`src/rtl/pulse_meter_sched.sv`:
```
// ---------------------------------------------------------------------------
// pulse_meter_sched
//
// Round-robin pulse meter. One gate/counter datapath is time-shared between
// N_CH asynchronous pulse inputs. For each enabled channel in turn it opens a
// gate window of WIN_CYCLES clocks, counts rising edges on that channel
// (saturating at all-ones), and presents the result with a valid/ready
// handshake.
//
// Ports:
//   clk_i           system clock
//   rst_n_i         asynchronous active-low reset
//   enable_i        run the scheduler; low aborts an open window
//   ch_en_i         per-channel enable mask, sampled when a channel is picked
//   pulse_i         raw asynchronous pulse inputs
//   busy_o          high whenever the scheduler is not idle
//   cur_ch_o        channel currently selected
//   result_valid_o  result registers hold an unaccepted measurement
//   result_ready_i  downstream accepts the result
//   result_ch_o     channel the result belongs to
//   result_cnt_o    saturated rising-edge count
//   result_ovf_o    count saturated during the window
// ---------------------------------------------------------------------------
module pulse_meter_sched #(
    parameter int N_CH       = 4,
    parameter int CNT_W      = 8,
    parameter int TIM_W      = 28,
    parameter int WIN_CYCLES = 200000000
) (
    input  logic                    clk_i,
    input  logic                    rst_n_i,
    input  logic                    enable_i,
    input  logic [N_CH-1:0]         ch_en_i,
    input  logic [N_CH-1:0]         pulse_i,
    output logic                    busy_o,
    output logic [$clog2(N_CH)-1:0] cur_ch_o,
    output logic                    result_valid_o,
    input  logic                    result_ready_i,
    output logic [$clog2(N_CH)-1:0] result_ch_o,
    output logic [CNT_W-1:0]        result_cnt_o,
    output logic                    result_ovf_o
);

    localparam int                CH_W     = $clog2(N_CH);
    localparam logic [TIM_W-1:0]  TIM_LAST = TIM_W'(WIN_CYCLES - 1);
    localparam logic [CH_W-1:0]   CH_LAST  = CH_W'(N_CH - 1);

    typedef enum logic [1:0] {
        IDLE,
        LOAD,
        GATE,
        REPORT
    } state_t;

    state_t state_q, state_d;

    logic [N_CH-1:0]  sync1_q, sync1_d;
    logic [N_CH-1:0]  sync2_q, sync2_d;
    logic [N_CH-1:0]  sync3_q, sync3_d;
    logic [N_CH-1:0]  edge_w;
    logic             edge_sel;

    logic [CH_W-1:0]  start_q, start_d;
    logic [CH_W-1:0]  cur_ch_q, cur_ch_d;
    logic [CNT_W-1:0] cnt_q, cnt_d;
    logic             ovf_q, ovf_d;
    logic [TIM_W-1:0] tim_q, tim_d;

    logic             result_valid_q, result_valid_d;
    logic [CH_W-1:0]  result_ch_q, result_ch_d;
    logic [CNT_W-1:0] result_cnt_q, result_cnt_d;
    logic             result_ovf_q, result_ovf_d;

    logic [N_CH-1:0]  rot_en;
    logic [CH_W:0]    cand;
    logic [CH_W-1:0]  sel_ch;

    // The synchronizers run in every state, so switching channels needs no
    // settling time: the history flop of the new channel is already valid.
    assign edge_w   = sync2_q & ~sync3_q;
    assign edge_sel = edge_w[cur_ch_q];

    // Round-robin pick. start_q is the first candidate (one past the last
    // channel that produced a result). The mask is rotated so bit i means
    // channel start_q+i; scanning from the top down leaves the nearest set
    // bit in sel_ch. When only the last channel is enabled the wrap brings
    // the search back to it.
    always_comb begin
        rot_en = N_CH'({ch_en_i, ch_en_i} >> start_q);
        sel_ch = start_q;
        cand   = '0;
        for (int i = N_CH - 1; i >= 0; i--) begin
            cand = {1'b0, start_q} + (CH_W + 1)'(i);
            if (cand >= (CH_W + 1)'(N_CH)) begin
                cand = cand - (CH_W + 1)'(N_CH);
            end
            if (rot_en[i]) begin
                sel_ch = cand[CH_W-1:0];
            end
        end
    end

    // State register.
    always_ff @(posedge clk_i or negedge rst_n_i) begin
        if (!rst_n_i) begin
            state_q <= IDLE;
        end else begin
            state_q <= state_d;
        end
    end

    // Next-state logic. Dropping enable_i abandons a window immediately,
    // but a finished result is always held until it has been accepted.
    always_comb begin
        state_d = state_q;
        case (state_q)
            IDLE: begin
                if (enable_i && |ch_en_i) begin
                    state_d = LOAD;
                end
            end
            LOAD: begin
                state_d = enable_i ? GATE : IDLE;
            end
            GATE: begin
                if (!enable_i) begin
                    state_d = IDLE;
                end else if (tim_q == TIM_LAST) begin
                    state_d = REPORT;
                end
            end
            REPORT: begin
                if (result_ready_i) begin
                    state_d = (enable_i && |ch_en_i) ? LOAD : IDLE;
                end
            end
            default: state_d = IDLE;
        endcase
    end

    // Datapath. The last gate cycle still counts its own edge, so the result
    // registers are loaded from cnt_d/ovf_d rather than the flops. The
    // round-robin pointer only advances when a result is actually produced,
    // so an aborted channel is measured again on restart.
    always_comb begin
        sync1_d        = pulse_i;
        sync2_d        = sync1_q;
        sync3_d        = sync2_q;
        start_d        = start_q;
        cur_ch_d       = cur_ch_q;
        cnt_d          = cnt_q;
        ovf_d          = ovf_q;
        tim_d          = tim_q;
        result_valid_d = result_valid_q;
        result_ch_d    = result_ch_q;
        result_cnt_d   = result_cnt_q;
        result_ovf_d   = result_ovf_q;

        case (state_q)
            LOAD: begin
                cnt_d = '0;
                ovf_d = 1'b0;
                tim_d = '0;
            end
            GATE: begin
                tim_d = tim_q + TIM_W'(1);
                if (edge_sel) begin
                    if (cnt_q == {CNT_W{1'b1}}) begin
                        ovf_d = 1'b1;
                    end else begin
                        cnt_d = cnt_q + CNT_W'(1);
                    end
                end
                if (enable_i && tim_q == TIM_LAST) begin
                    result_valid_d = 1'b1;
                    result_ch_d    = cur_ch_q;
                    result_cnt_d   = cnt_d;
                    result_ovf_d   = ovf_d;
                    start_d        = (cur_ch_q == CH_LAST) ? '0
                                                           : cur_ch_q + CH_W'(1);
                end
            end
            REPORT: begin
                if (result_ready_i) begin
                    result_valid_d = 1'b0;
                end
            end
            default: ;
        endcase

        // The channel is chosen on the edge that enters LOAD, using the mask
        // present at that moment.
        if (state_d == LOAD && state_q != LOAD) begin
            cur_ch_d = sel_ch;
        end
    end

    // Datapath and result registers.
    always_ff @(posedge clk_i or negedge rst_n_i) begin
        if (!rst_n_i) begin
            sync1_q        <= '0;
            sync2_q        <= '0;
            sync3_q        <= '0;
            start_q        <= '0;
            cur_ch_q       <= '0;
            cnt_q          <= '0;
            ovf_q          <= 1'b0;
            tim_q          <= '0;
            result_valid_q <= 1'b0;
            result_ch_q    <= '0;
            result_cnt_q   <= '0;
            result_ovf_q   <= 1'b0;
        end else begin
            sync1_q        <= sync1_d;
            sync2_q        <= sync2_d;
            sync3_q        <= sync3_d;
            start_q        <= start_d;
            cur_ch_q       <= cur_ch_d;
            cnt_q          <= cnt_d;
            ovf_q          <= ovf_d;
            tim_q          <= tim_d;
            result_valid_q <= result_valid_d;
            result_ch_q    <= result_ch_d;
            result_cnt_q   <= result_cnt_d;
            result_ovf_q   <= result_ovf_d;
        end
    end

    // Outputs.
    always_comb begin
        busy_o         = (state_q != IDLE);
        cur_ch_o       = cur_ch_q;
        result_valid_o = result_valid_q;
        result_ch_o    = result_ch_q;
        result_cnt_o   = result_cnt_q;
        result_ovf_o   = result_ovf_q;
    end

endmodule

```
`config.mk`:
```
export PLATFORM = sky130hd
export DESIGN_NAME = pulse_meter_sched
export DESIGN_NICKNAME = d
export VERILOG_FILES = /design/src/rtl/pulse_meter_sched.sv
export SDC_FILE = /design/constraint.sdc
export NUM_CORES = 1
export LEC_CHECK = 0
export CORE_AREA = 2 2 112 71
export DETAILED_ROUTE_END_ITERATION = 6
export DIE_AREA = 0 0 114 73
export PLACE_DENSITY_LB_ADDON = 0.3
export SLEW_MARGIN = 20
export SYNTH_ARGS = -nofsm -noshare
export SYNTH_HDL_FRONTEND = slang
export SYNTH_SLANG_ARGS = --single-unit
```
`constraint.sdc`:
```
create_clock -name clk_i -period 2.4 [get_ports clk_i]
set_clock_uncertainty 0.05 [all_clocks]
set_input_delay 0.48 -clock clk_i [delete_from_list [all_inputs] [get_ports clk_i]]
set_output_delay 0.48 -clock clk_i [all_outputs]
set_load 0.02 [all_outputs]
```
Yosys cells after proc, flatten, opt, wreduce, memory -nomap -nowiden
Index checks and enable logic that the tools add are counted.
{ "totals": {"register_bits": 67, "output_inout_bits": 15, "elab_cells": 79} }
{ "op_classes": {"addsub": 10, "order_cmp": 5, "eq_ne": 10, "shifts": 1, "mux": 28, "bitwise": 2, "n_reduce_logical": 10} }
{ "ops": {"columns": ["operator", "count"], "rows": [
  ["28-bit case mux with 2 select lines", 1],
  ["28-bit by 1-bit adder with 28-bit output (second input constant)", 1],
  ["28-bit == test (second input constant)", 1],
  ["2-bit two-way mux", 14],
  ["8-bit two-way mux", 2],
  ["8-bit case mux with 2 select lines", 1],
  ["3-bit >= comparator (second input constant)", 3],
  ["8-bit by 1-bit adder with 8-bit output (second input constant)", 1],
  ["8-bit == test (second input constant)", 1],
  ["2-bit case mux with 4 select lines", 1],
  ["8-bit by 2-bit >> shifter with 4-bit output", 1],
  ["2-bit by 1-bit subtractor with 2-bit output (second input constant)", 4],
  ["2-bit by 2-bit adder with 3-bit output (second input constant)", 2],
  ["2-bit == test (second input constant)", 3],
  ["1-bit two-way mux", 6],
  ["2-bit nonzero test", 3],
  ["4-bit AND", 1],
  ["2-bit by 1-bit == test with 1-bit output (second input constant)", 2],
  ["2-bit != test (second input constant)", 2],
  ["4-bit inverter", 1],
  ["1-bit case mux with 2 select lines", 2],
  ["4-bit OR reduction", 1],
  ["2-bit by 1-bit adder with 3-bit output (second input constant)", 1],
  ["2-bit by 3-bit >= comparator with 1-bit output (second input constant)", 1],
  ["8 further kinds", 10]
]} }

Depth between registers and ports, before layout
Gate-level depths: netlist of run 1.
{ "logic_depth": {"ltp_word": 7, "ltp_mapped": 9} }

Worst setup path after synthesis of run 1
Ideal clock, no wire load.
{ "synth_timing": {"kind": "register to register", "from": "reg state_q[1]", "to": "reg tim_q[24]", "setup_time_ps": 132, "arrival_time_ps": 1772, "slack_ps": 447, "path_stages_with_launch": 9, "cell_sequence": "dfrtp_1 -> inv_1 -> ha_1 -> buf_2 -> nand3_1 -> or3_1 -> nor4_1 -> xnor2_1 -> nor2_1"} }
{ "synth_via": {"elab_chain_cells": 2, "word_cells_on_any_way": 4, "cone_classes": "2 x eq/ne; 1 x mux; 1 x reduce/logical"} }
{ "synth_lines": {"columns": ["item", "line_no", "source"], "rows": [
  ["start, declared", "55", "state_t state_q, state_d;"],
  ["start signal, assigned", "108", "state_q <= state_d;"],
  ["2-bit == test / 2-bit by 1-bit == test with 1-bit output (equally long branches)", "159", "case (state_q)"],
  ["28-bit case mux with 2 select lines / 2-bit nonzero test (equally long branches)", null, null],
  ["end signal, assigned", "221", "tim_q <= tim_d;"],
  ["end, declared", "67", "logic [TIM_W-1:0] tim_q, tim_d;"]
]} }
Parallel ways exist; a longest one is shown, timed or not.
A chain may end at the register's enable or synchronous reset.

Final worst setup path of run 1
{ "layout_timing": {"from": "reg state_q[1]", "to": "out busy_o"} }
{ "layout_via": {"elab_chain_cells": 1} }
{ "layout_lines": {"columns": ["item", "line_no", "source"], "rows": [
  ["2-bit nonzero test", "231", "busy_o = (state_q != IDLE);"],
  ["end, declared", "35", "output logic busy_o,"]
]} }
Every way passes these cells.

==> impl_metrics.tcl, run 1 <==
set metrics [dict create \
    antennaDiodeCount 0 \
    synthCells 358 \
    crit_slowest_cell "clkdlybuf4s50_1" \
    reg2regPathDepth 7 \
    cts_buffer_depth 2 \
    cts_buffers 9 \
    final_util_pct 55.2 \
    cts_resized 0 \
    critical_path.max_stage_delay_ps 590 \
    ios 27 \
    setup_viol 0 \
    fmax_mhz 442 \
    grt_pass1_wl_um 12600 \
    relSlewSlack_pct 67.3 \
    drive_gt1_share_pct 8.79 \
    core_mm2 0.00744 \
    drc 0 \
    start_kind "flop" \
    cp-end-kind "primary output" \
    run_status "finished clean" \
    hold_violations 0 \
    synth_top_area_share_pct 49.1 \
    postRouteAntennaNets 0 \
    syn_avg_cell_area_um2 9.53 \
    grt_usage_pct 19.8 \
    vias_per_cell 5.51 \
    async_flop_share_pct 100 \
    rsz0062_at_grt "no" \
    crit_chain "inv_1, ha_1, inv_1, clkdlybuf4s50_1" \
    worstHoldPathType "input pin to async pin" \
    start_util_pct 45.8 \
    synth-edff-count 0 \
    crit_fanout 5 \
    grt_max_degree 49 \
    cts_setup_buffers 0 \
    cts_tree "built" \
    crit_top_cell "inv_1" \
    max-cap-violations 0 \
    endpoint "busy_o" \
    area_delta_synth_final_pct 20.3 \
    syn-num-nets 378 \
    synth_area_leaders "dfrtp_1 (49%), nand2_1 (4.7%), xnor2_1 (3.6%)" \
    p_leak_uw 0.00170 \
    reg2reg_to "tim_q[27]" \
    fin_nets 413 \
    ys_seq_elements 67 \
    hold_buffers 0 \
    path_clk_slew_ps 50 \
    grt_pass1_vias 2566 \
    die_w_um 114 \
    tns_ps 0 \
    yosysTopAreaCell "dfrtp_1" \
    synth.distinct_cells 50 \
    post-dp-hpwl_um 5270 \
    clkSinkCount 67 \
    ir_drop_mv 0.388 \
    wl_per_cell_um 15.3 \
    wirelength_um 7520 \
    antenna_found_initial 0 \
    synth_flop_cell "dfrtp_1" \
    grt_remaining_overflow 0 \
    routabilityCongestion 0.883 \
    drt_iter0_drc 131 \
    power_density_mw_per_mm2 860 \
    r2r_slack_ps 190 \
    dr.pass1.iters 4 \
    root_buffer "clkbuf_16" \
    syn_area_mm2 0.00341 \
    r2r_start "state_q[1]" \
    ys_seq_area_share_pct 49.1 \
    pre_cts_ws_ps 12.6 \
    fin_crit_sh_pct 94.2 \
    finalMaxSlewViolations 0 \
    crit_type "flop to primary output" \
    crit_required_ps 1870 \
    ys_top_cells_by_count "dfrtp_1 (67), nand2_1 (43), nor2_1 (31), o21ai_0 (24), inv_1 (17)" \
    h-tree-depth 3 \
    numPlacedInstances 476 \
    yosys_warnings 0 \
    tightest_slew_ps 485 \
    fp.dieH_um 73 \
    fin_cells 492 \
    cp-startpoint "state_q[1]" \
    yosysMostFrequentCell "dfrtp_1" \
    num_rows 25 \
    fin_crit_ps 2260 \
    fin_ws_ps 140 \
    dieArea_mm2 0.00832 \
    vias 2713 \
    clk_latency_ps 330 \
    hold_slack_ps 63.4 \
    port_buffers 26 \
    cp.arrival_ps 1730 \
]
==> logic make-up after synthesis <==
| group | after synthesis | synth area share (%) |
|---|---|---|
| AO/OA/AOI/OAI | 72 | 12.6 |
| XOR/XNOR | 20 | 5.13 |
| adder cells (fa/ha/maj) | 8 | 2.93 |
| buffers and inverters | 30 | 3.89 |
| flip-flops | 67 | 49.1 |
| multiplexers | 9 | 3.08 |
| AND/OR/NAND/NOR | 152 | 23.2 |
==> report_power, final <==
part | switching, uW | total, uW | internal (uW)
Sequential | 70.1 | 1260 | 1190
Clock | 469 | 1290 | 826
Combinational | 621 | 980 | 359
Total | 1160 | 3530 | 2370
==> cells in the final DEF (no fill, tap or decap), types with 3 or more instances in the layout <==
| master | netlist | layout |
|---|---|---|
| nand3_1 | 11 | 11 |
| buf_4 | 0 | 10 |
| clkbuf_16 | 0 | 9 |
| mux2i_1 | 6 | 6 |
| nand2_1 | 43 | 43 |
| a31oi_1 | 7 | 7 |
| xor2_1 | 6 | 6 |
| nand4_1 | 10 | 10 |
| nor3_1 | 12 | 12 |
| clkinv_2 | 0 | 3 |
| a21oi_1 | 16 | 16 |
| dfrtp_1 | 67 | 67 |
| o21ai_0 | 24 | 24 |
| inv_1 | 17 | 17 |
| o21bai_1 | 3 | 3 |
| and4_1 | 3 | 3 |
| o22ai_1 | 5 | 5 |
| nor2_1 | 31 | 31 |
| nor4_1 | 5 | 5 |
| nor2b_1 | 9 | 9 |
| clkdlybuf4s50_1 | 0 | 25 |
| nand2b_1 | 4 | 4 |
| and3_1 | 6 | 6 |
| xnor2_1 | 14 | 14 |
| and2_1 | 4 | 4 |
| ha_1 | 8 | 8 |
==> critical path: cells and delay by family (launching register included) <==
kind,cells,cell delay (ps)
buf+inv,3,760
flops,1,430
fa+ha+maj,1,210
==> sequential cells by signal (all words and copies together), names as in the netlist <==
register        flops
result_ch_o         2
result_cnt_o        8
sync1_q             4
start_q             2
result_ovf_o        1
sync3_q             4
sync2_q             4
result_valid_o      1
cnt_q               8
state_q             2
tim_q              28
cur_ch_o            2
ovf_q               1
==> how the worst min path moves through the flow <==
stage                from          to  slack, ps  cells past startpoint
2_1_floorplan     rst_n_i    cnt_q[0]        130                      0
3_3_place_gp   sync1_q[1]  sync2_q[1]        280                      0
3_5_place_dp   sync1_q[0]  sync2_q[0]        280                      0
4_1_cts           rst_n_i    tim_q[7]         70                      1
5_1_grt           rst_n_i    tim_q[5]         90                      1
6_report          rst_n_i    cnt_q[3]         60                      1
==> metal layers <==
metal,track usage [%],routed length [um]
met5,0,0
met4,4.88,65
met3,6.06,489
met2,28.9,3220
met1,29.0,3750
==> layout make-up <==
class,count,area (um^2)
repair buffers,37,350
fillers,682,3340
clock buffers,11,243
inverters,17,63.8
well taps,94,118
flip-flops and latches,67,1680
multi-input cells,261,1600
clock inverters,5,52.6
==> stage by stage <==
| step | power [uW] | area (um^2) |
|---|---|---|
| after floorplan | 1890 | 3410 |
| after global placement | 2230 | 3810 |
| after detailed placement | 2240 | 3810 |
| after CTS | 3550 | 4110 |
| after global routing | 3720 | 4110 |
| final | 3530 | 4110 |
Power figures use the tool's default switching activity.
==> run 2: changes to the inputs <==
- CORE_AREA: 2 2 112 71 -> 4 4 114 73
- DIE_AREA: 0 0 114 73 -> 0 0 118 77
==> impl_metrics.tcl, run 2 (synthesis gave the netlist of run 1 again) <==
set metrics [dict create \
    run_status "finished clean" \
    crit_chain "inv_1, ha_1, inv_1, clkdlybuf4s50_1" \
    place_area_mm2 0.00382 \
    rsz0062_at_grt "no" \
    post-dp-hpwl_um 5310 \
    cts_setup_buffers 0 \
    vias 2675 \
    finalMaxSlewViolations 0 \
    start_kind "flop" \
    drt_iter0_drc 191 \
    dieArea_mm2 0.00909 \
    relSlewSlack_pct 64.9 \
    largest_register_ff_count 28 \
    fp.dieH_um 77 \
    cts_resized 0 \
    globalRoute.busiestLayer "met1" \
    vias_per_cell 5.46 \
    cp-end-kind "primary output" \
    numPlacedInstances 474 \
    grt_max_degree 68 \
    antennaDiodeCount 0 \
    h-tree-depth 3 \
    antenna_found_initial 0 \
    fmax_mhz 444 \
    fin_crit_ps 2250 \
    final_cell_area_mm2 0.00417 \
    grtUsageMet2_pct 24.2 \
    hold_slack_ps 102 \
    area_delta_synth_final_pct 22.1 \
    grt_usage_pct 17.6 \
    gr-usage-met3_pct 6.47 \
    layout_commonest_cell "dfrtp_1" \
    nFillCells 620 \
    cts_buffer_depth 2 \
    critical_path.max_stage_delay_ps 590 \
    max-cap-violations 0 \
    fin_cells 490 \
    hold_buffers 0 \
    largest-register "tim_q" \
    postRouteAntennaNets 0 \
    netSwitchingPower_uw 1160 \
    met1_usage_pct 25.9 \
    wirelength_um 7430 \
    p_clk_share_pct 40.8 \
    final_util_pct 58.3 \
    clkSinkCount 67 \
    clk_latency_ps 330 \
    drive_gt1_share_pct 9.27 \
    internal_power_uw 2590 \
    cts_tree "built" \
    crit_required_ps 1870 \
    ir_drop_mv 0.379 \
    setup_viol 0 \
    wl_per_cell_um 15.2 \
    cts_buffers 9 \
    routabilityCongestion 0.990 \
    power_density_mw_per_mm2 901 \
    fin_crit_sh_pct 93.8 \
    crit_top_cell "inv_1" \
    mostFrequentLayoutCells "dfrtp_1 (67), nand2_1 (43), nor2_1 (31)" \
    tightest_slew_ps 520 \
    ios 27 \
    tns_ps 0 \
    crit_slowest_cell "clkdlybuf4s50_1" \
    num_rows 24 \
    p_leak_uw 0.00173 \
    crit_fanout 5 \
    fin_nets 414 \
    port_buffers 26 \
    grt_pass1_wl_um 12800 \
    path_clk_slew_ps 50 \
    p_seq_share_pct 33.3 \
    start_util_pct 47.8 \
    crit_type "flop to primary output" \
    cp.arrival_ps 1720 \
    root_buffer "clkbuf_16" \
    die_w_um 118 \
    swShare_pct 31.0 \
    core_mm2 0.00715 \
    p_comb_share_pct 25.9 \
    grt_remaining_overflow 0 \
    dr.pass1.iters 4 \
    hold_violations 0 \
    drc 0 \
    worstHoldPathType "input pin to async pin" \
    grt_pass1_vias 2559 \
]
[run 2: cell count changes in the layout (fill, tap and decap cells not counted)]
| cell | previous run | this run |
|---|---|---|
| clkbuf_1 | 1 | 0 |
| clkinv_2 | 3 | 1 |
| bufinv_16 | 1 | 3 |
| buf_4 | 10 | 11 |
| clkinv_4 | 0 | 2 |
| clkinvlp_4 | 1 | 0 |
[run 2: critical path: cells and delay by family (launching register included)]
| family | cells | cell delay, ps |
|---|---|---|
| adders and majority gates | 1 | 210 |
| buffers and inverters | 3 | 770 |
| DFF | 1 | 410 |
[run 2: layout make-up]
class / instances / area, um^2 / share of cell area, %
Sequential cell: 67 / 1680 / 40.2
Multi-Input combinational cell: 261 / 1600 / 38.5
Timing Repair Buffer: 38 / 358 / 8.59
Clock buffer: 10 / 239 / 5.73
Tap cell: 91 / 114 / 2.73
Clock inverter: 6 / 113 / 2.70
Inverter: 17 / 63.8 / 1.53
[run 2: final timing paths]
kind,startpoint,endpoint,slack (ps),depth (start not counted)
min in group clk_i,sync1_q[0],sync2_q[0],300,0
setup reg to reg,state_q[1],tim_q[23],240,7
max in group asynchronous,rst_n_i,cnt_q[6],1900,2
hold / removal,rst_n_i,tim_q[9],100,2
setup / recovery,state_q[1],busy_o,150,4
hold reg to reg,sync1_q[0],sync2_q[0],300,0
[run 2: per-stage QoR]
stage | setup slack, ps | power (uW)
6_report | 149 | 3750
5_1_grt | 45.4 | 3970
4_1_cts | 132 | 3790
3_5_place_dp | 20.7 | 2240
3_3_place_gp | 47.2 | 2220
2_1_floorplan | 447 | 1890
[run 2: metal layers]
metal  up-vias  routed length (um)  share of wire [%]
li1       1338                   -                  -
met2        42                3070                 41
met4         0                  43               0.58
met5         -                   0                  0
met1      1291                4010                 54
met3         4                 305                4.1
[run 2: power groups by stage]
stage,registers (uW),logic (uW),clock network [uW]
after floorplan,1270,621,0
after global placement,1270,954,0
after detailed placement,1270,968,0
after CTS,1250,972,1560
after global routing,1260,1070,1630
final,1250,972,1530
==> run 3: changes to the inputs <==
- ABC_AREA: default -> 1
- CORE_AREA: 4 4 114 73 -> 4 4 118 75
- DIE_AREA: 0 0 118 77 -> 0 0 122 79
==> impl_metrics.tcl, run 3 <==
set metrics [dict create \
    fin_crit_ps 2170 \
    cp.arrival_ps 1640 \
    die_w_um 122 \
    power_uw 3870 \
    fin_nets 535 \
    dieArea_mm2 0.00964 \
    antennaDiodeCount 0 \
    multi_input_area_mm2 0.00168 \
    crit_fanout 5 \
    power_density_mw_per_mm2 890 \
    fp.dieH_um 79 \
    synth.distinct_cells 36 \
    critPathBufInv 3 \
    layout_commonest_cell "nand2_1" \
    run_status "finished clean" \
    met1_usage_pct 31.3 \
    wirelength_um 8790 \
    syn_area_mm2 0.00364 \
    vias 3281 \
    setup_viol 0 \
    hold_buffers 0 \
    cp-end-kind "primary output" \
    max-cap-violations 0 \
    post-dp-hpwl_um 6600 \
    crit_top_cell "inv_1" \
    fmax_mhz 460 \
    seqCellArea_mm2 0.00168 \
    start_util_pct 47.2 \
    wl_per_cell_um 14.0 \
    clkSinkCount 67 \
    h-tree-depth 3 \
    port_buffers 26 \
    drc 0 \
    ios 27 \
    clk_latency_ps 330 \
    drive_gt1_share_pct 7.88 \
    syn_avg_cell_area_um2 7.61 \
    grt_pass1_wl_um 15100 \
    synthCells 479 \
    grt_pass1_vias 3087 \
    crit_type "flop to primary output" \
    crit_slowest_cell "clkdlybuf4s50_1" \
    relSlewSlack_pct 62.1 \
    ys_top_cells_by_count "nand2_1 (124), dfrtp_1 (67), inv_1 (63), nand3_1 (45), nor2_1 (41)" \
    cts_setup_buffers 0 \
    root_buffer "clkbuf_16" \
    grt_usage_pct 20.2 \
    tns_ps 0 \
    async_flop_share_pct 100 \
    worstHoldPathType "input pin to async pin" \
    hold_violations 0 \
    globalRoute.busiestLayer "met1" \
    routabilityCongestion 0.973 \
    mostFrequentLayoutCells "nand2_1 (124), dfrtp_1 (67), inv_1 (63)" \
    grt_max_degree 48 \
    grtUsageMet2_pct 26.7 \
    gr-usage-met3_pct 5.41 \
    synth_flop_cell "dfrtp_1" \
    fin_crit_sh_pct 90.5 \
    synth-edff-count 0 \
    cp_top_family "buffers and inverters" \
    synth_top_area_share_pct 46.0 \
    area_delta_synth_final_pct 19.4 \
    ys_seq_area_share_pct 46.0 \
    cts_buffer_depth 2 \
    p_leak_uw 0.00211 \
    antenna_found_initial 0 \
    yosys_warnings 0 \
    yosysMostFrequentCell "nand2_1" \
    critical_path.max_stage_delay_ps 590 \
    path_clk_slew_ps 50 \
    rsz0062_at_grt "no" \
    ir_drop_mv 0.382 \
    tightest_slew_ps 568 \
    finalMaxSlewViolations 0 \
    largest-register "tim_q" \
    largest_register_ff_count 28 \
    nFillCells 705 \
    yosysTopAreaCell "dfrtp_1" \
    start_kind "flop" \
    dr.pass1.iters 5 \
    grt_remaining_overflow 0 \
    synth_area_leaders "dfrtp_1 (46%), nand2_1 (13%), inv_1 (6.5%)" \
    crit_required_ps 1870 \
    drt_iter0_drc 264 \
    syn-num-nets 499 \
    num_rows 25 \
    ys_seq_elements 67 \
    cts_resized 0 \
    vias_per_cell 5.22 \
    core_mm2 0.00773 \
    crit_chain "inv_1, ha_1, inv_1, clkdlybuf4s50_1" \
    cts_tree "built" \
    postRouteAntennaNets 0 \
    cts_buffers 9 \
]
run 3: cell count changes after synthesis, moves of 9 or more:
cell	delta
inv_1	+46
nand2_1	+81
nand3_1	+34
nor2_1	+10
nor2b_1	-9
xnor2_1	-13
run 3: logic make-up (layout without fill, tap and decap cells):
logic type	Yosys count	count (layout)	share of synthesized area (%)
flops	67	67	46.0
buf+inv	73	114	7.93
compound gates	66	66	9.99
fa+ha+maj	8	8	2.75
simple gates	258	258	31.7
xor+xnor	7	7	1.68
run 3: worst paths after layout:
path,from,endpoint,slack [ps],depth (start not counted)
worst max-delay path,state_q[1],busy_o,230,4
worst min register to register,sync1_q[0],sync2_q[0],300,0
min in group clk_i,sync1_q[0],sync2_q[0],300,0
worst max register to register,state_q[0],tim_q[10],260,7
max in group asynchronous,rst_n_i,sync3_q[2],1620,2
worst min-delay path,rst_n_i,result_cnt_o[5],60,1
run 3: area by class of cell:
class,instances,area share (%)
flip-flops and latches,67,38.5
repair buffers,33,7.36
multi-input cells,339,38.6
inverters,65,5.61
well taps,108,3.11
clock buffers,11,5.58
clock inverters,5,1.21
run 3: worst register-to-register path, cell delays in order, from the launching register on:
cell     delay (ps)
dfrtp_1         380
inv_1            90
ha_1            450
inv_1           130
nor2_1           70
inv_1           430
o21ai_0         230
a22oi_1         210
run 3: stage by stage:
step	cells	setup WS [ps]	hold WS (ps)	utilization [%]	area (um^2)
after floorplan	479	615	134	-	3640
after global placement	612	364	281	52.5	4060
after detailed placement	612	310	286	52.5	4060
after CTS	628	203	63.7	56.3	4350
after global routing	628	76.1	92.8	56.3	4350
final	628	228	55.5	56.3	4350
run 3: metal layers:
metal | vias up | wire length (um)
met1 | 1521 | 4490
met5 | - | 0
met3 | 14 | 699
li1 | 1632 | -
met2 | 114 | 3460
met4 | 0 | 139
run 3: report_power, final:
group	leakage, uW	internal (uW)	switching [uW]	total, uW
registers	0.000890	1210	87.2	1290
logic	0.00107	419	864	1280
clock network	0.000145	826	469	1290
